`config.mk`:
```
export PLATFORM = sky130hd
export DESIGN_NAME = inst_fetch
export DESIGN_NICKNAME = d
export VERILOG_FILES = /design/src/rtl/inst_fetch.sv
export SDC_FILE = /design/constraint.sdc
export NUM_CORES = 1
export LEC_CHECK = 0
export BUFFER_PORTS_ARGS = -buffer_cell sky130_fd_sc_hd__buf_2
export CAP_MARGIN = 10
export CORE_ASPECT_RATIO = 0.75
export CORE_MARGIN = 10
export CORE_UTILIZATION = 30
export CTS_BUF_LIST = sky130_fd_sc_hd__clkbuf_8
export DETAILED_ROUTE_END_ITERATION = 12
export PLACE_DENSITY = 0.58
export SYNTH_ARGS = -nofsm -noshare
export SYNTH_HDL_FRONTEND = slang
export SYNTH_SLANG_ARGS = --single-unit
```
`constraint.sdc`:
```
create_clock -name clk_in -period 7.5 [get_ports clk_in]
set_input_delay 0.375 -clock clk_in [delete_from_list [all_inputs] [get_ports clk_in]]
set_output_delay 0.375 -clock clk_in [all_outputs]
set_load 0.05 [all_outputs]
```
`src/rtl/inst_fetch.sv`:
```
// rtl/inst_fetch.sv - byte-serial instruction fetch: four byte reads assembled into one 32-bit word
// Holds the assembled word for IF_ID until accepted; an EX redirect aborts any fetch in progress.
module inst_fetch (
  input  logic        clk_in,
  input  logic        rst_in,
  input  logic        stall_in,
  input  logic        jumpE_in,
  input  logic [31:0] jumpAddr_in,
  input  logic        memGrant_in,
  input  logic [7:0]  memData_in,
  output logic        memReq_out,
  output logic [31:0] memAddr_out,
  output logic [31:0] pc_out,
  output logic [31:0] inst_out,
  output logic        instValid_out
);

  typedef enum logic {FETCH, HOLD} state_t;

  state_t      state;
  state_t      state_nxt;
  logic [31:0] pc;
  logic [2:0]  issue_cnt;
  logic        pend_e;
  logic [1:0]  pend_idx;
  logic [31:0] inst_buf;
  logic        grant_take;
  logic        capture_last;
  logic        accept;

  // A redirect overrides both the final byte capture and a HOLD hand-off on the same edge.
  always_comb begin
    grant_take   = memReq_out & memGrant_in;
    capture_last = pend_e & (pend_idx == 2'd3) & ~jumpE_in;
    accept       = (state == HOLD) & ~stall_in & ~jumpE_in;
  end

  always_ff @(posedge clk_in or posedge rst_in) begin
    if (rst_in) state <= FETCH;
    else        state <= state_nxt;
  end

  always_comb begin
    state_nxt = state;
    if (jumpE_in)          state_nxt = FETCH;
    else if (capture_last) state_nxt = HOLD;
    else if (accept)       state_nxt = FETCH;
  end

  always_comb begin
    memReq_out  = ~rst_in & (state == FETCH) & (issue_cnt < 3'd4) & ~jumpE_in;
    memAddr_out = memReq_out ? (pc + {29'd0, issue_cnt}) : 32'd0;
  end

  always_ff @(posedge clk_in or posedge rst_in) begin
    if (rst_in) begin
      pc            <= 32'd0;
      issue_cnt     <= 3'd0;
      pend_e        <= 1'b0;
      pend_idx      <= 2'd0;
      inst_buf      <= 32'd0;
      pc_out        <= 32'd0;
      inst_out      <= 32'd0;
      instValid_out <= 1'b0;
    end else if (jumpE_in) begin
      pc            <= jumpAddr_in;
      issue_cnt     <= 3'd0;
      pend_e        <= 1'b0;
      instValid_out <= 1'b0;
    end else begin
      pend_e <= grant_take;
      if (grant_take) begin
        issue_cnt <= issue_cnt + 3'd1;
        pend_idx  <= issue_cnt[1:0];
      end
      // Data for a granted byte arrives one cycle later, independent of the current grant.
      if (pend_e)
        inst_buf[{pend_idx, 3'b000} +: 8] <= memData_in;
      if (capture_last) begin
        pc_out        <= pc;
        inst_out      <= {memData_in, inst_buf[23:0]};
        instValid_out <= 1'b1;
      end
      if (accept) begin
        pc            <= pc + 32'd4;
        issue_cnt     <= 3'd0;
        instValid_out <= 1'b0;
      end
    end
  end

endmodule

```
; Word-level counts from Yosys, hierarchy flattened
; Index checks and enable logic that the tools add are counted.
; W data, S select, Z words.
[totals]
output_inout_bits = 98
reg_bits = 136
in_bits = 45
[classes]
n_bitwise = 12
order_cmp = 1
n_eq_ne = 1
shifts = 2
n_addsub = 4
reduce_logical = 6
muxes = 14
[op_table]
columns = operator, n
row1 = $mux W32, 3
row2 = $add A32 B3 Y32, 1
row3 = $add A32 B3 Y32 const B, 1
row4 = $bwmux W32, 1
row5 = $shift A8 B7 Y32 const A, 1
row6 = $shiftx A8 B7 Y32, 1
row7 = $mux W3, 3
row8 = $and A1 B1 Y1, 8
row9 = $mux W1, 7
row10 = $neg A5 Y7, 1
row11 = $reduce_and A2 Y1, 3
row12 = $reduce_bool A3 Y1, 2
row13 = $not A1 Y1, 4
row14 = $add A3 B1 Y3 const B, 1
row15 = $lt A3 B3 Y1 const B, 1
row16 = $eq A2 B2 Y1 const B, 1
row17 = $reduce_bool A2 Y1, 1

; Depth between registers and ports, before layout
; Gate-level depths: netlist of the first run.
[logic_depth]
ltp_word = 8
ltp_mapped = 8
mapped_depth_nobuf = 7

; Least setup slack after synthesis of the first run
; No wires, ideal clock.
[synth_path]
path_kind = register to output
startpoint = register issue_cnt[0]
endpoint = output memAddr_out[18]
required_ns = 7.125
arrival_time_ns = 3.430
path_stages_with_launch = 8
setup_slack_ns = 3.695
cell_sequence = dfrtp_1 ha_1 inv_1 fa_1 nand2b_1 a2111o_1 buf_6 o41ai_1
[synth_between]
elab_chain_cells = 4
[synth_rtl]
columns = item, line_no
row1 = from (decl), 23  ; logic [2:0] issue_cnt;
row2 = from (signal assigned), 73  ; issue_cnt <= issue_cnt + 3'd1;
row3 = "parallel branches: the longest is 3 deep, another holds $add A32 B3 Y32", --
row4 = $mux W32 (*), 52  ; memAddr_out = memReq_out ? (pc + {29'd0, issue_cnt}) : 32'd0;
row5 = to (decl), 12  ; output logic [31:0] memAddr_out,
; Every way passes the cells marked *.

; Final worst setup path of the first run
[layout_path]
startpoint = register issue_cnt[0]
endpoint = output memAddr_out[16]
; Same word-level chain as after synthesis.

==> results of run 1 <==
-- per-layer routing --
metal  vias up  routed length (um)  GRT usage
met5         -                   0          0
met4         0                 169     0.0418
met3        11                1430     0.0416
met2       160                8240      0.197
met1      2535                9110      0.198
li1       2377                   -          -
-- sequential cells by signal, indices dropped and copies added (netlist names) --
register and cells:
inst_out 32, pc 32, pc_out 32, inst_buf 24, issue_cnt 3, pend_idx 2
instValid_out 1, pend_e 1, state 1
-- worst min-delay path by stage --
| stage | end | slack [ns] | cells after the start |
|---|---|---|---|
| after detailed placement | pc_out[3] | 0.48 | 2 |
| final | inst_out[24] | 0.07 | 2 |
| after global routing | inst_out[25] | 0.11 | 2 |
| after CTS | pc[1] | 0.09 | 2 |
| after global placement | pc_out[1] | 0.47 | 2 |
| after floorplan | inst_buf[0] | 0.47 | 1 |
-- report_power, final --
part | total, mW | switching (mW) | leakage, nW | internal [mW]
clock network | 0.667 | 0.300 | 0.221 | 0.367
logic | 0.191 | 0.128 | 1.74 | 0.0622
registers | 0.773 | 0.0469 | 1.71 | 0.726
total | 1.63 | 0.476 | 3.67 | 1.16
-- cells by family after synthesis --
kind of cell | synth area share
flip-flops | 0.510
buffers and inverters | 0.0418
multiplexers | 0.113
AND/OR/NAND/NOR | 0.147
AO/OA/AOI/OAI | 0.136
XOR/XNOR | 0.0293
adder cells (fa/ha/maj) | 0.0231
-- layout make-up --
type,count,share of cell area
Tap cell,282,0.0462
Inverter,14,0.00721
Clock buffer,17,0.0307
Timing Repair Buffer,148,0.0997
Sequential cell,128,0.420
Clock inverter,15,0.0272
Multi-Input combinational cell,390,0.369
-- metrics by stage --
stage	util	hold slack [ns]	area, um2	total power [mW]	instances
2_1_floorplan	-	0.469	6280	0.912	574
3_3_place_gp	0.351	0.467	7180	0.977	961
3_5_place_dp	0.351	0.478	7180	0.979	961
4_1_cts	0.373	0.0906	7620	1.65	993
5_1_grt	0.373	0.109	7630	1.71	994
6_report	0.373	0.0729	7630	1.63	994
-- placed cells by master (no fill, tap or decap), types with 5 or more instances in the layout --
cell type / n
xor2_1: 8
o211ai_1: 6
clkbuf_8: 17
buf_2: 142
mux2_2: 62
a22o_1: 24
o31ai_1: 18
ha_1: 10
inv_1: 13
buf_4: 5
or4_1: 27
nand2_1: 47
a21oi_1: 24
nor4_1: 5
nand4_1: 10
or3_1: 10
o41ai_1: 5
dfrtp_1: 128
a31oi_1: 13
o21ai_0: 28
xnor2_1: 13
nand3_1: 12
nor2_1: 26
==> metrics, run 1 <==
Worst Reg2Reg Path Length in Cells=5; Worst-Skew Late Latency=approximately 0.45 ns; critical path capture point type=primary output; clock root cell=clkbuf_8; slowest cell delay on critical path=~0.64 ns; port bufs=roughly 140; TNS Setup=0 ns; post-CTS setup buffer count=0; Vias=5083; Async SR Flop Fraction=1.00; reg2reg end=pc[28]; CP max stage cell=a2111o_1; FILL cells=2065; unrepaired setup endpoints after global routing=false; share of cells above drive strength 1=0.355; CP cell instances=ha_1 -> inv_1 -> fa_1 -> nand2b_1 -> a2111o_1 -> or3_2 -> a21oi_1 -> buf_2; reg2reg setup slack=approximately 4.8 ns; critical path endpoint=memAddr_out[16]; CP Launch Type=flop; CP Data Required Time=7.12 ns; post-synth top area cell=dfrtp_1; Worst Path Buf+Inv=2; chip width=roughly 190 um; core box area=between 0.02 and 0.025 mm2; critical path depth=8; largest delay contributor family on the critical path=compound AO/OA/AOI/OAI gates; Slew Viols, Final=0; Lkg Pwr=between 3 and 4 nW; critical path class=flop to primary output; Worst Hold Class=input pin to async pin; Max Fclk=around 0.27 GHz; status=complete, no violations; Synth Warn #=0; endpoints failing hold=0; Setup violations, final=0; Residual DRC=0; area of the multi-input gates=around 0.0028 mm2; initial antenna violation count=0; Avg WL per Cell=between 15 and 20 um; RePlAce Congestion=roughly 0.8; starting density of the core=0.307; Reg clk slew, reported paths=0.08 ns; Final ANT Viol Nets=0; crit path max fanout=16; Final nets=755; clk_skew=roughly 0.013 ns; # IOs=143; CTS tree=yes; VDD IR max=0.0781 mV; synth unique cells=50; Max Cap Viol=0; DPL Wire Length=approximately 14 mm; Rows=between 40 and 50; Yosys top cell area share=0.510; Slew @ Worst Pin=~1 ns; first-pass GRT wire length=between 20 and 30 mm; pin count of the biggest net entering global routing=between 70 and 80; crit path DAT=between 3 and 4 ns; antenna fix cells=0; gr usage total=0.139; final worst-path cycle share=0.488; Die ar.=~0.027 mm2; Clock Path Buffers=2; Min Clock Period, post-route=roughly 3.7 ns; Commonest cells post-synth=dfrtp_1, mux2_2, nand2_1; vias in the first global route=between 4000 and 5000; R2R Path Start=pc[3]; # resized after CTS=0; Max transition margin=0.331; synthesized area per cell=10.9 um2; initial DRC count=410; Pwr Density=around 210 mW/mm2; CTS buffer count=17; total gr overflow=0; synthesized instance count=between 500 and 600; post-synthesis sequential area ratio=0.510; syn_nets=630; Worst Slack Setup Final=about 3.8 ns; DR pass1 iterations=5; Synth Cell Area=about 0.0063 mm2; worst setup path startpoint=issue_cnt[0]; Layout area overhead=21.5%; Yosys reg bits=roughly 130; Setup Slack @ Placement=slightly above 4 ns; Via density=~5; flip-flop and latch area=0.00320 mm2; Post-synth EDFFs=0; top cells by area, synth=dfrtp_1, mux2_2, a22o_1; H-tree depth=4; Post-CTS Hold Fix Bufs=0; clk sinks=128; routed wire length=around 19 mm; Synth Flop Type=dfrtp_1; die height=~150 um; most common cell in the netlist=dfrtp_1
Power figures use the tool's default switching activity.
==> run 2: changes to the inputs <==
- ABC_AREA: default -> 1
- PLACE_DENSITY: 0.58 -> 0.6
- clock period: 7.5 -> 3.3 ns (I/O delays scaled with it)
==> run 2 against run 1 <==
Compared with the run above:
- critical path depth increased by 3
- count of clock-buffer cells in the layout did not move
- register-to-register slack worse by 3.4 ns
- die area is 7.2% higher
- sequential share of layout area down 4.7 points
- synthesized cell count increased by 56%
- global-route usage is 1.8 points higher
- first-iteration DRC count increased by 44%
- power grew to 2.6 times the previous value
==> metrics, run 2 <==
status=complete, no violations (unchanged); antenna fix cells=0 (unchanged); Async SR Flop Fraction=1.00 (unchanged); Synth Cell Area=0.00680 mm2 (was 0.00628 mm2); gr usage total=0.157 (was 0.139); unrepaired setup endpoints after global routing=false (unchanged); Die ar.=0.0292 mm2 (was 0.0272 mm2); Synth Flop Type=dfrtp_1 (unchanged); first-pass GRT wire length=36.1 mm (was 29.8 mm); Seq pwr share=0.447 (was 0.474); Max Cap Viol=0 (unchanged); Setup Slack @ Placement=0.673 ns (was 4.07 ns); Max Fclk=0.329 GHz; Slew @ Worst Pin=0.953 ns (was 0.999 ns); routed wire length=23.2 mm (was 18.9 mm); port bufs=142 (unchanged); clk_skew=0.0134 ns (was 0.0127 ns); clock root cell=clkbuf_8 (unchanged); combinational power share=0.202 (was 0.117); design area=0.00859 mm2 (was 0.00763 mm2); H-tree depth=4 (unchanged); post-synthesis sequential area ratio=0.471 (was 0.510); Lkg Pwr=4.33 nW (was 3.67 nW); CP Launch Type=flop (unchanged); vias in the first global route=6207 (was 4886); CP most frequent cell=inv_1; P_int=2.73 mW (was 1.16 mW); Worst-Skew Late Latency=0.45 ns (about the same); CP max stage cell=dfrtp_1 (was a2111o_1); post-CTS setup buffer count=0 (unchanged); Vias=6429 (was 5083); top cells by area, synth=dfrtp_1, nand2_1, o21ai_0 (was dfrtp_1, mux2_2, a22o_1); Setup violations, final=0 (unchanged); starting density of the core=0.307 (about the same); Yosys reg bits=128 (unchanged); Final ANT Viol Nets=0 (unchanged); DR pass1 iterations=5 (unchanged); Layout area overhead=26.3% (was 21.5%); critical path capture point type=primary output (unchanged); Yosys top cell area share=0.471 (was 0.510); TNS Setup=0 ns (unchanged); VDD IR max=0.198 mV (was 0.0781 mV); CP cell instances=ha_1 -> inv_1 -> fa_1 -> inv_1 -> nand2_1 -> a21oi_1 -> nand3_1 -> inv_1 -> a21oi_1 -> nor2_2 -> buf_2 (was ha_1 -> inv_1 -> fa_1 -> nand2b_1 -> a2111o_1 -> or3_2 -> a21oi_1 -> buf_2); endpoints failing hold=0 (unchanged); final worst-path cycle share=0.922; Pwr Total=4.16 mW (was 1.63 mW); Synth Warn #=0 (unchanged); FILL cells=2294 (was 2065); DPL Wire Length=17.7 mm (was 13.9 mm); die height=150 um (was 145 um); # IOs=143 (unchanged); CP Data Required Time=3.13 ns (was 7.12 ns); Clock Path Buffers=2 (unchanged); commonest non-fill, non-tap cells in the layout=nand2_1, buf_2, dfrtp_1, o21ai_0, inv_1 (was buf_2, dfrtp_1, mux2_2, nand2_1, o21ai_0); Avg WL per Cell=16.9 um (was 19.1 um); placed cell areas=0.00787 mm2 (was 0.00718 mm2); hold_ws=0.0197 ns (was 0.0729 ns); Hold Startpoint=memData_in[1]; Final nets=1120 (was 755); Via density=4.69 (was 5.11); crit path max fanout=5 (was 16); synth unique cells=34 (was 50); most common cell after layout, fill and taps aside=nand2_1 (was buf_2); crit path DAT=2.88 ns (was 3.29 ns); initial DRC count=590 (was 410); Rows=47 (was 45); Max transition margin=0.365 (was 0.331); switching portion of total power=0.344 (was 0.292); initial antenna violation count=0 (unchanged); worst setup path startpoint=issue_cnt[0] (unchanged); final core utilization=0.387 (was 0.373); Psw=1.43 mW (was 0.476 mW); chip width=194 um (was 187 um); most common cell in the netlist=nand2_1 (was dfrtp_1); clock group share of total power=0.351 (was 0.409); post-synth top area cell=dfrtp_1 (unchanged); CTS buffer count=17 (unchanged); dpl cells=1309 (was 961); CTS tree=yes (unchanged); Pwr Density=485 mW/mm2 (was 214 mW/mm2); pin count of the biggest net entering global routing=104 (was 72); syn_nets=950 (was 630); Commonest cells post-synth=nand2_1, dfrtp_1, o21ai_0 (was dfrtp_1, mux2_2, nand2_1); Worst Slack Setup Final=0.258 ns (was 3.84 ns); critical path class=flop to primary output (unchanged); Slew Viols, Final=0 (unchanged); clk sinks=128 (unchanged); R2R Path Start=pc[9] (was pc[3]); Post-synth EDFFs=0 (unchanged); Residual DRC=0 (unchanged); Min Clock Period, post-route=roughly 3.0 ns; Reg clk slew, reported paths=0.08 ns (about the same); core box area=0.0222 mm2 (was 0.0204 mm2); non-filler cells, final=1370 (was 994); synthesized instance count=894 (was 574); share of cells above drive strength 1=0.227 (was 0.355); synthesized area per cell=7.61 um2 (was 10.9 um2); total gr overflow=0 (unchanged); Worst Hold Class=input pin to flop (was input pin to async pin); RePlAce Congestion=0.952 (was 0.778); slowest cell delay on critical path=0.41 ns (was 0.64 ns); biggest regs=inst_out (32), pc (32), pc_out (32) (unchanged)
==> run 2: changes by cell type after synthesis, moves of 18 or more <==
cell     previous run  this run
nand2_1            48       241
inv_1              14       103
o21ai_0            28       107
nand3_1            12        79
mux2_2             62         4
nor2_1             26        82
or4_1              27         0
a22o_1             24         0
o31ai_1            18         0
==> run 2: worst max-delay path: cells and delay by family (launching register included) <==
family | cells | cell delay (ns)
flip-flops | 1 | 0.41
buffers and inverters | 4 | 0.60
AND/OR/NAND/NOR | 3 | 0.44
adder cells (fa/ha/maj) | 2 | 0.59
AO/OA/AOI/OAI | 2 | 0.41
==> run 2: area by class of cell <==
| cell class | instances | area, um2 | share of cell area |
|---|---|---|---|
| sequential | 128 | 3200 | 0.373 |
| tap | 294 | 368 | 0.0428 |
| multi-input combinational | 629 | 3110 | 0.362 |
| timing repair buffer | 180 | 1080 | 0.126 |
| inverter | 108 | 409 | 0.0476 |
| clock inverter | 14 | 180 | 0.0210 |
| clock buffer | 17 | 234 | 0.0272 |
==> run 2: final timing paths <==
check | to | slack [ns] | cells past startpoint
worst max-delay path | memAddr_out[28] | 0.26 | 11
worst min-delay path | inst_buf[1] | 0.02 | 3
worst max register to register | pc[29] | 1.38 | 9
worst min register to register | pc_out[10] | 0.48 | 2
max in group asynchronous | pc[7] | 1.31 | 5
min in group asynchronous | pc_out[27] | 0.56 | 4
==> run 2: repair_timing <==
item | 4_1_cts | 5_1_grt
hold buffers | 30 | 0
hold endpoints to repair | 38 | 0
setup endpoints to repair | 0 | 1
gates resized for setup | 0 | 1
==> run 2: power groups by stage <==
stage / Clock, mW / Sequential, mW / Combinational (mW)
finish: 1.46 / 1.86 / 0.840
global route: 1.57 / 1.89 / 0.935
CTS: 1.50 / 1.86 / 0.849
detailed placement: 0 / 1.89 / 0.817
global placement: 0 / 1.89 / 0.813
floorplan: 0 / 1.99 / 0.446
==> run 2: per-layer routing <==
| layer | part of all wire | wire (um) | global-route usage | vias to the layer above |
|---|---|---|---|---|
| li1 | - | - | - | 3202 |
| met1 | 0.50 | 11500 | 0.227 | 2985 |
| met2 | 0.42 | 9640 | 0.225 | 220 |
| met3 | 0.074 | 1720 | 0.0456 | 22 |
| met4 | 0.012 | 281 | 0.0353 | 0 |
| met5 | 0 | 0 | 0 | - |
==> run 2: cell families (layout without fill, tap and decap cells) <==
| group | count (synthesis) | count (layout) | share of synthesized area |
|---|---|---|---|
| multiplexers | 4 | 4 | 0.00662 |
| flip-flops | 128 | 128 | 0.471 |
| AO/OA/AOI/OAI | 148 | 148 | 0.114 |
| XOR/XNOR | 10 | 10 | 0.0129 |
| AND/OR/NAND/NOR | 456 | 456 | 0.296 |
| buffers and inverters | 137 | 319 | 0.0780 |
| adder cells (fa/ha/maj) | 11 | 11 | 0.0213 |
==> run 3: changes to the inputs <==
- HOLD_SLACK_MARGIN: default -> 0.08
- SETUP_SLACK_MARGIN: default -> 0.05
==> run 3 against run 2 <==
Compared with the run above:
- clock power about the same
- critical path depth stayed put
- first-iteration DRC count decreased by 0.85%
- sequential power is essentially flat
- final cell count increased by 0.80%
- routed wire length up 1.0%
- utilization grew 0.50 points
- worst setup slack better by 0.0072 ns
- non-clock buffer count up 11
- flip-flop and latch count stayed put
- maximum frequency up 0.24%
- die area stayed put
- critical endpoint unchanged
- highest routed layer unchanged
==> metrics, run 3 (synthesis results as in run 2) <==
status=complete, no violations (unchanged); TNS Setup=0 ns (unchanged); Slew @ Worst Pin=0.958 ns (was 0.953 ns); pin count of the biggest net entering global routing=104 (unchanged); flip-flop and latch area=0.00320 mm2 (unchanged); Layout area overhead=27.9% (was 26.3%); core box area=0.0222 mm2 (unchanged); VDD IR max=0.197 mV (was 0.198 mV); Avg WL per Cell=16.9 um (about the same); FILL cells=2280 (was 2294); crit path max fanout=5 (unchanged); Residual DRC=0 (unchanged); Worst Hold Class=input pin to flop (unchanged); gr usage total=0.158 (was 0.157); final core utilization=0.392 (was 0.387); total gr overflow=0 (unchanged); crit path DAT=2.87 ns (was 2.88 ns); port bufs=142 (unchanged); Max Cap Viol=0 (unchanged); Psw=1.43 mW (about the same); DR pass1 iterations=7 (was 5); critical path class=flop to primary output (unchanged); Final ANT Viol Nets=0 (unchanged); DR top layer=met4 (unchanged); Reg clk slew, reported paths=0.07 ns (was 0.08 ns); Pwr Total=4.17 mW (was 4.16 mW); chip width=194 um (unchanged); Worst Slack Setup Final=0.265 ns (was 0.258 ns); Worst-Skew Late Latency=0.45 ns (about the same); switching portion of total power=0.343 (was 0.344); Slew Viols, Final=0 (unchanged); P_int=2.74 mW (was 2.73 mW); DPL Wire Length=17.7 mm (unchanged); area of the multi-input gates=0.00311 mm2 (unchanged); Rows=47 (unchanged); unrepaired setup endpoints after global routing=false (unchanged); antenna fix cells=0 (unchanged); post-CTS setup buffer count=0 (unchanged); most common cell after layout, fill and taps aside=nand2_1 (unchanged); Seq pwr share=0.446 (was 0.447); H-tree depth=4 (unchanged); CTS buffer count=17 (unchanged); endpoints failing hold=0 (unchanged); clock group share of total power=0.349 (was 0.351); Setup violations, final=0 (unchanged); Vias=6545 (was 6429); clk_skew=0.0142 ns (was 0.0134 ns); Setup Slack @ Placement=0.673 ns (unchanged); biggest regs=inst_out (32), pc (32), pc_out (32) (unchanged); first-pass GRT wire length=36.2 mm (was 36.1 mm); Die ar.=0.0292 mm2 (unchanged); share of cells above drive strength 1=0.224 (was 0.227); routed wire length=23.4 mm (was 23.2 mm); # IOs=143 (unchanged); Clock Path Buffers=2 (unchanged); initial DRC count=585 (was 590); vias in the first global route=6242 (was 6207); starting density of the core=0.307 (unchanged); Via density=4.74 (was 4.69); final worst-path cycle share=0.920 (was 0.922); clk sinks=128 (unchanged); CP Data Required Time=3.13 ns (about the same); combinational power share=0.204 (was 0.202); Detail Route met2 WL=9.71 mm (was 9.64 mm); critical path capture point type=primary output (unchanged); initial antenna violation count=0 (unchanged); CTS tree=yes (unchanged); Min Clock Period, post-route=3.03 ns (was 3.04 ns); commonest non-fill, non-tap cells in the layout=nand2_1, buf_2, dfrtp_1, o21ai_0, inv_1 (unchanged); WL met1=11.5 mm (about the same); Pwr Density=480 mW/mm2 (was 485 mW/mm2); Lkg Pwr=4.38 nW (was 4.33 nW); die height=150 um (unchanged); clock root cell=clkbuf_8 (unchanged); CP Launch Type=flop (unchanged); Max Fclk=0.330 GHz (was 0.329 GHz); Final nets=1131 (was 1120); routed wl met3=1.87 mm (was 1.72 mm); RePlAce Congestion=0.952 (unchanged); Max transition margin=0.361 (was 0.365)
## run 3: layout make-up
type                    count  share of cell area
clock inverters            14              0.0207
clock buffers              17              0.0269
multi-input cells         629               0.358
flip-flops and latches    128               0.368
inverters                 108              0.0470
well taps                 294              0.0423
repair buffers            191               0.137
## run 3: per-stage QoR
step	std cells	area, um2	hold slack, ns
after detailed placement	1309	7870	0.377
after CTS	1381	8690	0.0878
after global placement	1309	7870	0.377
final	1381	8700	0.105
after global routing	1381	8700	0.117
after floorplan	894	6830	0.282
## run 3: final timing paths
check / start / to / slack [ns] / depth (start not counted)
max: issue_cnt[0] / memAddr_out[28] / 0.27 / 11
min: memGrant_in / pend_idx[1] / 0.11 / 3
max reg2reg: pc[9] / pc[29] / 1.44 / 9
min reg2reg: pc_out[10] / pc_out[10] / 0.49 / 2
max in group asynchronous: rst_in / pc[7] / 1.31 / 5
min in group asynchronous: rst_in / pc_out[27] / 0.56 / 4
## run 3: routing by layer
| layer | global-route usage | up-vias |
|---|---|---|
| met1 | 0.228 | 3060 |
| met4 | 0.0388 | 0 |
| met2 | 0.225 | 242 |
| met3 | 0.0458 | 20 |
| met5 | 0 | - |
| li1 | - | 3223 |
## run 3: power groups by stage
stage	clock (mW)	combinational, mW	sequential (mW)
detailed placement	0	0.817	1.89
floorplan	0	0.446	1.99
finish	1.46	0.852	1.86
global placement	0	0.813	1.89
CTS	1.50	0.860	1.86
global route	1.57	0.946	1.89
## run 3: worst max-delay path, cell delays in order, from the launching register on
cell	delay (ns)
dfrtp_1	0.41
ha_1	0.24
inv_1	0.07
fa_1	0.35
inv_1	0.11
nand2_1	0.08
a21oi_1	0.31
nand3_1	0.27
inv_1	0.16
a21oi_1	0.09
nor2_2	0.09
buf_2	0.26
## run 3: repair_timing
item	in CTS	in global routing
hold buffers	41	0
endpoints found under the hold margin	102	0
resized for setup	0	1
endpoints found under the setup margin	0	1
